## config.mk

```make
export PLATFORM = sky130hd
export DESIGN_NAME = spike_encoder
export DESIGN_NICKNAME = d
export VERILOG_FILES = /design/src/rtl/spike_encoder.sv
export SDC_FILE = /design/constraint.sdc
export NUM_CORES = 1
export LEC_CHECK = 0
export ABC_AREA = 1
export CORE_MARGIN = 10
export CORE_UTILIZATION = 51
export DETAILED_ROUTE_END_ITERATION = 6
export GPL_TIMING_DRIVEN = 0
export PLACE_DENSITY = 0.73
export SLEW_MARGIN = 20
export SYNTH_ARGS = -nofsm -noshare
export SYNTH_HDL_FRONTEND = slang
export SYNTH_SLANG_ARGS = --single-unit
```

## constraint.sdc

```tcl
create_clock -name clk -period 1.6 [get_ports clk]
set_clock_uncertainty 0.2 [all_clocks]
set_input_delay 0.32 -clock clk [delete_from_list [all_inputs] [get_ports clk]]
set_output_delay 0.32 -clock clk [all_outputs]
set_load 0.03 [all_outputs]
```

## src/rtl/spike_encoder.sv

```systemverilog
// Rate-coded spike encoder: each channel compares its latched pixel against a
// per-channel LFSR sample on every cycle of a fixed-length encoding window.
module spike_encoder #(
  parameter int          num_inputs    = 1,
  parameter int          pixel_width   = 8,
  parameter int          window_length = 256,
  parameter logic [15:0] lfsr_seed     = 16'hACE1
) (
  input  logic                              clk,
  input  logic                              rst,
  input  logic                              start,
  input  logic [num_inputs*pixel_width-1:0] pixel_in,
  output logic                              busy,
  output logic                              done,
  output logic [num_inputs-1:0]             spike_out
);

  localparam int cnt_width = $clog2(window_length + 1);

  typedef enum logic [1:0] {
    IDLE,
    ENCODE,
    DONE
  } state_t;

  state_t                            state;
  state_t                            state_next;
  logic [cnt_width-1:0]              cnt;
  logic [num_inputs*pixel_width-1:0] pix_q;
  logic                              last_cycle;

  assign last_cycle = (cnt == cnt_width'(window_length - 1));

  always_ff @(posedge clk or negedge rst) begin
    if (!rst) begin
      state <= IDLE;
    end else begin
      state <= state_next;
    end
  end

  always_comb begin
    state_next = state;
    case (state)
      IDLE:    if (start) state_next = ENCODE;
      ENCODE:  if (last_cycle) state_next = DONE;
      DONE:    state_next = IDLE;
      default: state_next = IDLE;
    endcase
  end

  // done is registered from the DONE state, so it lands one edge after the
  // last spike and drops again on the following IDLE edge.
  always_ff @(posedge clk or negedge rst) begin
    if (!rst) begin
      cnt   <= '0;
      pix_q <= '0;
      busy  <= 1'b0;
      done  <= 1'b0;
    end else begin
      done <= (state == DONE);
      case (state)
        IDLE: begin
          if (start) begin
            pix_q <= pixel_in;
            cnt   <= '0;
            busy  <= 1'b1;
          end
        end
        ENCODE: begin
          cnt <= cnt + 1'b1;
        end
        DONE: begin
          busy <= 1'b0;
        end
        default: begin
          busy <= 1'b0;
        end
      endcase
    end
  end

  for (genvar g = 0; g < num_inputs; g++) begin : g_ch
    localparam logic [15:0] seed_raw = 16'(lfsr_seed + 16'(g));
    localparam logic [15:0] seed     = (seed_raw == 16'h0000) ? 16'h0001 : seed_raw;

    logic [15:0]            lfsr;
    logic [pixel_width-1:0] pix;
    logic [pixel_width-1:0] rnd;
    logic                   fire;
    logic                   spike_q;

    assign pix  = pix_q[g*pixel_width +: pixel_width];
    assign rnd  = lfsr[pixel_width-1:0];
    // Full-scale pixel must fire every cycle even though rnd can equal it.
    assign fire = (pix == '1) || (rnd < pix);

    always_ff @(posedge clk or negedge rst) begin
      if (!rst) begin
        lfsr    <= seed;
        spike_q <= 1'b0;
      end else if (state == ENCODE) begin
        lfsr    <= {lfsr[14:0], lfsr[15] ^ lfsr[13] ^ lfsr[12] ^ lfsr[10]};
        spike_q <= fire;
      end else begin
        spike_q <= 1'b0;
      end
    end

    assign spike_out[g] = spike_q;
  end

endmodule

```

==> results of run 1 <==
## how the worst max path moves through the flow
| stage | to | startpoint |
|---|---|---|
| detailed placement | cnt[7] | start |
| global placement | g_ch[0].pix[6] | rst |
| global route | cnt[8] | cnt[0] |
| floorplan | cnt[8] | cnt[0] |
| CTS | spike_out | spike_out |
| finish | cnt[8] | cnt[0] |
## layout make-up
class / count / area (um^2)
Buffer: 5 / 42.54
Clock buffer: 7 / 55.05
Fill cell: 268 / 1259
Inverter: 25 / 96.34
Clock inverter: 1 / 5.005
Multi-Input combinational cell: 135 / 732.0
Tap cell: 46 / 57.56
Sequential cell: 38 / 960.9
Timing Repair Buffer: 18 / 181.4
## synth_stat cells (all sizes together)
cell type	number	area [um^2]
nor3	3	20.02
xor2	3	26.28
or2	1	6.260
dfstp	8	210.2
inv	25	96.35
dfrtp	30	750.7
nor4	1	6.260
o22ai	2	12.51
a21oi	4	20.02
nor2	8	32.54
buf	5	42.54
ha	9	112.6
nand2	74	292.8
o21ai	21	131.4
nand3	9	62.56
## power by group through the flow
stage / clock network [W] / registers (W) / logic, W
after floorplan: 0 / 0.000979 / 0.00000000473
after global placement: 0 / 0.000979 / 0.0000457
after detailed placement: 0 / 0.000979 / 0.0000519
after CTS: 0.000533 / 0.000961 / 0.0000545
after global routing: 0.000567 / 0.000961 / 0.0000589
final: 0.000516 / 0.000961 / 0.0000528
## kinds of logic after synthesis
| logic type | count (synthesis) | synth area share, % |
|---|---|---|
| AND/OR/NAND/NOR | 96 | 23.06 |
| adder cells (fa/ha/maj) | 9 | 6.177 |
| AO/OA/AOI/OAI | 27 | 8.991 |
| buffers and inverters | 30 | 7.619 |
| flip-flops | 38 | 52.71 |
| XOR/XNOR | 3 | 1.442 |
## what timing repair did
action                                  in CTS  in global routing
endpoints found under the setup margin       4                  4
resized for setup                            7                  4
endpoints found under the hold margin       17                  0
buffers inserted                             2                  1
hold buffers                                 1                  0
## critical path, delay by kind of cell (launching register included)
family | cells | cell delay [ns]
adders and majority gates | 2 | 0.42
DFF | 1 | 0.38
and+or+nand+nor | 4 | 0.37
AOI/OAI and AO/OA | 1 | 0.16
## layer usage
metal  vias up  share of wire, %  global-route usage, %
met2        24                46                  17.96
met3         6               4.5                  3.604
li1        696                 -                      -
met5         -                 0                      0
met4         0               1.7                  4.754
met1       617                48                  13.93
## cell usage in the layout, fill, tap and decap left out, types with 5 or more instances in the layout
master and count:
o21ai_0 11, dfstp_2 8, o21ai_2 7, clkdlybuf4s50_1 9, clkbuf_4 5, nand3_1 7, inv_1 22, ha_1 8
dfrtp_1 30, nor2_1 7, nand2_1 69
## state kept, by name, summed over array words and instances, names as in the netlist
| signal | cells |
|---|---|
| g_ch.lfsr | 16 |
| cnt | 9 |
| g_ch.pix | 8 |
| state | 2 |
| busy | 1 |
| done | 1 |
| spike_out | 1 |
## through the flow
stage / setup slack, ns / util [%] / power (W) / hold slack [ns]
2_1_floorplan: 0.06345 / - / 0.0009791 / -0.1756
3_3_place_gp: -0.8975 / 59.32 / 0.001025 / 0.2595
3_5_place_dp: -0.04768 / 59.99 / 0.001031 / 0.09590
4_1_cts: 0.001140 / 62.57 / 0.001548 / 0.2521
5_1_grt: -0.06640 / 62.86 / 0.001587 / 0.2935
6_report: 0.003623 / 62.86 / 0.001530 / 0.2532
==> impl_results.md, run 1 <==
- Status: complete, no violations
- Clock power frac: 33.7%
- Worst Hold Class: input pin to async pin
- Overflow after GRT: 0
- #FFs+latches synth: 38
- Reg2reg setup slack: 0.004 ns
- Final hold vios: 0
- Slew @ Worst Pin: 0.4649 ns
- CP Max Fanout: 3
- Vias per Instance: 4.884
- Iter 0 DRT Violations: 71
- CTS Buffer Depth: 2
- Residual DRC: 0
- Final period util: 99.77%
- R2R Path Start: cnt[0]
- Net Sw Power: 0.0003276 W
- Starting Density: 53.78%
- Sw frac: 21.41%
- Post-Syn Area: 1823 um^2
- RSZ-0062 raised after global routing: yes
- Largest net degree at the start of global routing: 22
- Critical Path AT: 1.66 ns
- Syn Area/Cell: 8.980 um^2
- Fin area: 2131 um^2
- Global router's overall resource usage: 11.35%
- Clk Latency, worst-skew pair: around 0.34 ns
- Setup CP Type: register to register
- Relative slew slack: 69.01%
- Syn nets: 223
- Post-DR wirelength/cell: ~12 um
- CTS Root Cell: clkbuf_4
- Die Height: 79.79 um
- Placement Cell Area: between 2000 and 2500 um^2
- Cells after Synth: 203
- Vias in the first global route: 1294
- ANT cells: 0
- Antenna violations before repair: 0
- First-pass GRT wire length: approximately 5800 um
- Reg2reg path depth: 7
- Slowest cell on the critical path: dfrtp_1
- VDD IR max: approximately 480 uV
- PwrDens: 718.1 nW/um^2
- Setup violators final: 0
- Critical Path RT: between 1.5 and 2 ns
- Post-Route Setup TNS: 0 ns
- Cell internal pwr: between 0.001 and 0.0015 W
- Register area share after synthesis: 52.71%
- Worst flop-to-flop path endpoint: cnt[8]
- CTS tree: done
- Leakage power total: 1.102 nW
- Peak Freq: 0.6264 GHz
- Final Max Tran Viols: 0
- Die Wd: about 80 um
- Netlist cell types: 27
- Setup crit start kind: register
- Comb power frac: 3.5%
- Area Overhead vs Synth: 16.88%
- Via count: 1343
- Nets@finish: 248
- CTS H-tree lvls: 2
- DR pass1 iterations: 4
- Layout cells sized above 1: 21.40%
- CTS buffer count: 5
- Flop pwr share: a little over three fifths
- Slowest stage delay, CP: 0.38 ns
- Placeable Area: 3390 um^2
- Max Cap Viol: 0
- Finished Layout Cells: about 280
- Worst-path cell chain: ha_2 > nand2_2 > nor2_2 > nand3_1 > nor2_1 > ha_1 > o22ai_1
- IO Pins: 14
- Inst Count DP: 263
- DIE AREA: 6366 um^2
- Clk sinks: 38
- I/O Buffers: 13
- Clk slew on worst S/H paths: 0.11 ns
- CP endpoint kind: register
- DRT antenna net count: 0
- Routed WL: 3261 um
- GPL Wtd Cong: 0.7502
- Ys Warns: 0
- DP HPWL: about 2400 um
- Min Tclk post-route: 1.596 ns
- Std-Cell Rows: 21
Note: power is estimated with default switching activity, not from simulation.
==> inputs of run 2 (changes only) <==
clock period = 1.3 ns   (was 1.6 ns; I/O delays follow)
==> impl_results.md, run 2 (synthesis results as in run 1) <==
- PwrDens: 794.1 nW/um^2
- DR pass1 iterations: 4
- CTS tree: done
- Worst Hold Class: input pin to async pin
- Most common cell after layout, fill and taps aside: nand2_1
- Reg2reg path depth: 7
- CP endpoint kind: register
- Finished Layout Cells: 295
- Max Cap Viol: 0
- Iter 0 DRT Violations: 122
- FILL cells: 191
- Via count: 1498
- Clk sinks: 38
- Vias in the first global route: 1447
- CP startpoint: cnt[0]
- Status: finished with violations
- Final core occ: 76.45%
- IO Pins: 14
- Placement Cell Area: 2036 um^2
- Final Max Tran Viols: 0
- Clk Latency, worst-skew pair: 0.35 ns
- Residual DRC: 0
- GPL Wtd Cong: between 0.7 and 0.8
- Relative slew slack: 70.07%
- Failing checks: setup timing
- Setup violators final: 25
- Final worst slack: -0.2929 ns
- First-pass GRT wire length: 6617 um
- DRT antenna net count: 0
- VDD IR max: 541.4 uV
- Layout cells sized above 1: 39.76%
- DIE AREA: 6366 um^2
- Antenna violations before repair: 0
- Max reg flops: 16
- CTS H-tree lvls: 2
- Worst slack, placed: -0.3261 ns
- Min Tclk post-route: 1.593 ns
- Nets@finish: 268
- Leakage power total: 1.315 nW
- Routed WL: 4424 um
- Post-DR wirelength/cell: 15.00 um
- Largest net degree at the start of global routing: 21
- RSZ-0062 raised after global routing: yes
- Total power: between 0.002 and 0.0025 W
- Fin area: 2591 um^2
- Std-Cell Rows: 21
- CTS Buffer Depth: 2
- Placeable Area: 3390 um^2
- Setup CP Type: register to register
- Slew @ Worst Pin: about 0.45 ns
- CP Max Fanout: 3
- CTS Root Cell: clkbuf_4
- ANT cells: 0
- DP HPWL: 2380 um
- Clk slew on worst S/H paths: 0.12 ns
- R2R Path Start: cnt[0]
- CTS buffer count: 5
- Area Overhead vs Synth: 42.14%
- I/O Buffers: 13
- Commonest non-fill, non-tap cells in the layout: 58 x nand2_1, 29 x dfrtp_1, 22 x inv_1, 18 x buf_4, 11 x o21ai_2
- Starting Density: between 50% and 60%
- Global router's overall resource usage: 13.10%
- Largest Register: g_ch.lfsr
- Vias per Instance: 5.078
- Overflow after GRT: 0
- Die Height: between 70 and 80 um
- Inst Count DP: roughly 260
- Critical Path AT: 1.67 ns
- Setup crit start kind: register
- Die Wd: 79.79 um
- Critical Path RT: 1.38 ns
- Final hold vios: 0
- Final period util: 122.5%
- Peak Freq: 0.6278 GHz
run 2: where the power goes:
part / total (W) / internal (W) / switching [W]
sequential: 0.00118 / 0.00118 / 0
clock: 0.000805 / 0.000408 / 0.000397
combinational: 0.0000702 / 0.0000353 / 0.0000349
run 2: layout make-up:
class                           count  area (um^2)  area share, %
Inverter                           25        108.9          4.201
Buffer                              5        68.82          2.656
Multi-Input combinational cell    135        927.1          35.78
Clock buffer                        7        45.04          1.738
Clock inverter                      1        30.03          1.159
Sequential cell                    38        962.2          37.13
Tap cell                           46        57.56          2.221
Timing Repair Buffer               38        391.6          15.11
run 2: stage by stage:
stage          hold slack [ns]  setup TNS, ns
2_1_floorplan          -0.2356        -0.6414
3_3_place_gp            0.2587         -43.83
3_5_place_dp           0.03038         -5.322
4_1_cts                 0.1826         -1.346
5_1_grt                 0.2202         -4.143
6_report                0.1776         -2.392
run 2: worst paths after layout:
kind	end	slack [ns]
worst max-delay path	cnt[8]	-0.29
max in group asynchronous	cnt[2]	0.27
worst max register to register	cnt[8]	-0.29
min in group clk	g_ch[0].pix[2]	0.27
worst min register to register	g_ch[0].lfsr[11]	0.28
worst min-delay path	spike_out	0.18
run 2: worst max-delay path, stage by stage (launching register included):
cell	delay, ns
dfrtp_1	0.41
ha_4	0.17
nand2_4	0.06
nor2_4	0.10
nand3_2	0.08
nor2_2	0.11
ha_2	0.27
o22ai_2	0.13
run 2: metal layers:
metal	part of all wire, %	vias up	track usage (%)
met1	43	730	16.17
li1	-	735	-
met3	4.3	7	3.716
met4	1.4	0	6.690
met2	52	26	20.39
met5	0	-	0
run 2: repair_timing:
action / CTS / global route
pin swaps: 4 / 9
cloned: 1 / 1
hold buffers: 1 / 0
endpoints found under the hold margin: 38 / 0
setup endpoints to repair: 33 / 39
buffers inserted: 13 / 8
gates resized for setup: 42 / 52
==> inputs of run 3 (changes only) <==
ABC_AREA = not set   (was 1)
==> impl_results.md, run 3 <==
- Cells after Synth: 178
- Layout cells sized above 1: ~48%
- Min Tclk post-route: 1.613 ns
- Via count: 1413
- Total power: 0.001898 W
- Critical Path AT: 1.68 ns
- DIE AREA: ~6000 um^2
- Largest net degree at the start of global routing: 28
- Cell taking the most area after synthesis: dfrtp_1
- Register area share after synthesis: a little under three fifths
- Post-Syn Area: approximately 1700 um^2
- ANT cells: 0
- DRT antenna net count: 0
- DR pass1 iterations: 4
- Main area contributors after synthesis: dfrtp_1 44%, nand2_1 14%, dfstp_2 12%, ha_1 6.5%, o21ai_0 4.4%
- Setup violators final: 39
- Netlist cell types: 30
- Area Overhead vs Synth: 44.91%
- FILL cells: 202
- Iter 0 DRT Violations: 77
- Final hold vios: 0
- Failing checks: setup timing
- Starting Density: a little over half
- Commonest non-fill, non-tap cells in the layout: 31 x nand2_1, 29 x dfrtp_1, 26 x nand2_2, 14 x buf_6, 11 x buf_4
- Final period util: 124.1%
- Die Height: 78.10 um
- Syn Area/Cell: 9.672 um^2
- Max reg flops: 16
- CTS buffer count: 5
- Ys Warns: 0
- Final Max Tran Viols: 0
- Global router's overall resource usage: 13.69%
- Worst Hold Class: input pin to async pin
- CTS Root Cell: clkbuf_4
- Vias in the first global route: about 1500
- Number of synthesized flops with an enable pin: 0
- Syn nets: 198
- Inst Count DP: about 240
- GPL Wtd Cong: just under 0.8
- Std-Cell Rows: 21
- Finished Layout Cells: between 200 and 300
- Most common cell after layout, fill and taps aside: nand2_1
- Area share of the largest cell type after synthesis: 43.60%
- DP HPWL: 2422 um
- Antenna violations before repair: 0
- Routed WL: about 4200 um
- Peak Freq: 0.6200 GHz
- Vias per Instance: 5.292
- Setup crit start kind: register
- Max Cap Viol: 0
- CTS H-tree lvls: 2
- RSZ-0062 raised after global routing: yes
- Critical Path RT: 1.36 ns
- Largest Register: g_ch.lfsr
- Die Wd: 78.10 um
- Status: finished with violations
- Post-DR wirelength/cell: about 16 um
- CTS tree: done
- Post-synth ARST share: 100.0%
- Clk Latency, worst-skew pair: 0.35 ns
- Slew @ Worst Pin: 0.2966 ns
- Residual DRC: 0
- Top cells by count, synth: 62 x nand2_1, 30 x dfrtp_1, 15 x o21ai_0
- Placeable Area: 3311 um^2
- Most numerous cell in the Yosys netlist: nand2_1
- First-pass GRT wire length: just under 7000 um
- PwrDens: roughly 760 nW/um^2
- Setup CP Type: register to register
- CP endpoint kind: register
- Relative slew slack: 80.23%
- IO Pins: 14
- Clk slew on worst S/H paths: 0.12 ns
- Nets@finish: 240
- CTS Buffer Depth: 2
- #FFs+latches synth: 38
- CP Max Fanout: 2
- Leakage power total: about 1.2 nW
- I/O Buffers: 13
- Main flop type after synthesis: dfrtp_1
- VDD IR max: slightly above 500 uV
- Clk sinks: 38
- Overflow after GRT: 0
- Final worst slack: -0.3130 ns
-- run 3: final timing paths --
path                                   endpoint  slack [ns]  cells after the start             from
min in group clk                 g_ch[0].pix[4]        0.23                      3      pixel_in[4]
max in group asynchronous       g_ch[0].lfsr[5]        0.29                      3              rst
worst min-delay path             g_ch[0].pix[3]         0.1                      2              rst
worst min register to register           cnt[7]        0.28                      1           cnt[7]
worst max register to register        spike_out       -0.31                      4  g_ch[0].lfsr[6]
worst max-delay path                  spike_out       -0.31                      4  g_ch[0].lfsr[6]
-- run 3: stage by stage --
step	worst slack (ns)	hold slack, ns	setup TNS (ns)	instance area (um^2)	utilization, %
after floorplan	-0.2637	-0.2356	-0.8369	1779	-
after global placement	-1.013	0.2468	-43.37	1967	59.41
after detailed placement	-0.4005	-0.04559	-8.162	1982	59.86
after CTS	-0.2993	0.09504	-3.295	2379	71.84
after global routing	-0.3829	0.1220	-5.331	2495	75.36
final	-0.3130	0.09737	-3.288	2495	75.36
-- run 3: logic make-up after synthesis --
| logic type | Yosys count | share of synthesized area, % |
|---|---|---|
| compound gates | 24 | 8.576 |
| xor+xnor | 3 | 1.526 |
| simple gates | 84 | 21.37 |
| buf+inv | 16 | 3.779 |
| mux | 4 | 2.398 |
| flops | 38 | 55.81 |
| fa+ha+maj | 9 | 6.541 |
-- run 3: power by group --
group	leakage [nW]	total, W	internal, W	switching [W]
logic	0.699	0.0000632	0.0000328	0.0000304
clock network	0.0353	0.000652	0.000262	0.000390
registers	0.434	0.00118	0.00118	0
-- run 3: what timing repair did --
action / CTS / global route
setup buffers: 15 / 7
gates cloned: 3 / 0
gates resized for setup: 81 / 42
pin swaps: 34 / 19
hold buffers: 1 / 0
endpoints found under the setup margin: 39 / 39
hold endpoints to repair: 30 / 0
-- run 3: critical path: stages (launching register included) --
cell     delay [ns]
dfstp_2        0.55
ha_1           0.25
o21ai_1        0.16
nor2_1         0.08
o41ai_2        0.28
-- run 3: final cells by class --
class | count | area [um^2] | area share [%]
flip-flops and latches | 38 | 962.2 | 38.57
clock buffers | 7 | 55.05 | 2.207
clock inverters | 1 | 5.005 | 0.2006
repair buffers | 38 | 384.1 | 15.40
plain buffers | 3 | 41.29 | 1.655
inverters | 10 | 37.54 | 1.505
multi-input cells | 124 | 952.2 | 38.16
well taps | 46 | 57.56 | 2.307
-- run 3: metal layers --
layer	track usage [%]	routed length [um]
met5	0	0
met1	16.88	1793
met2	21.22	2169
met3	3.759	195
met4	7.527	85
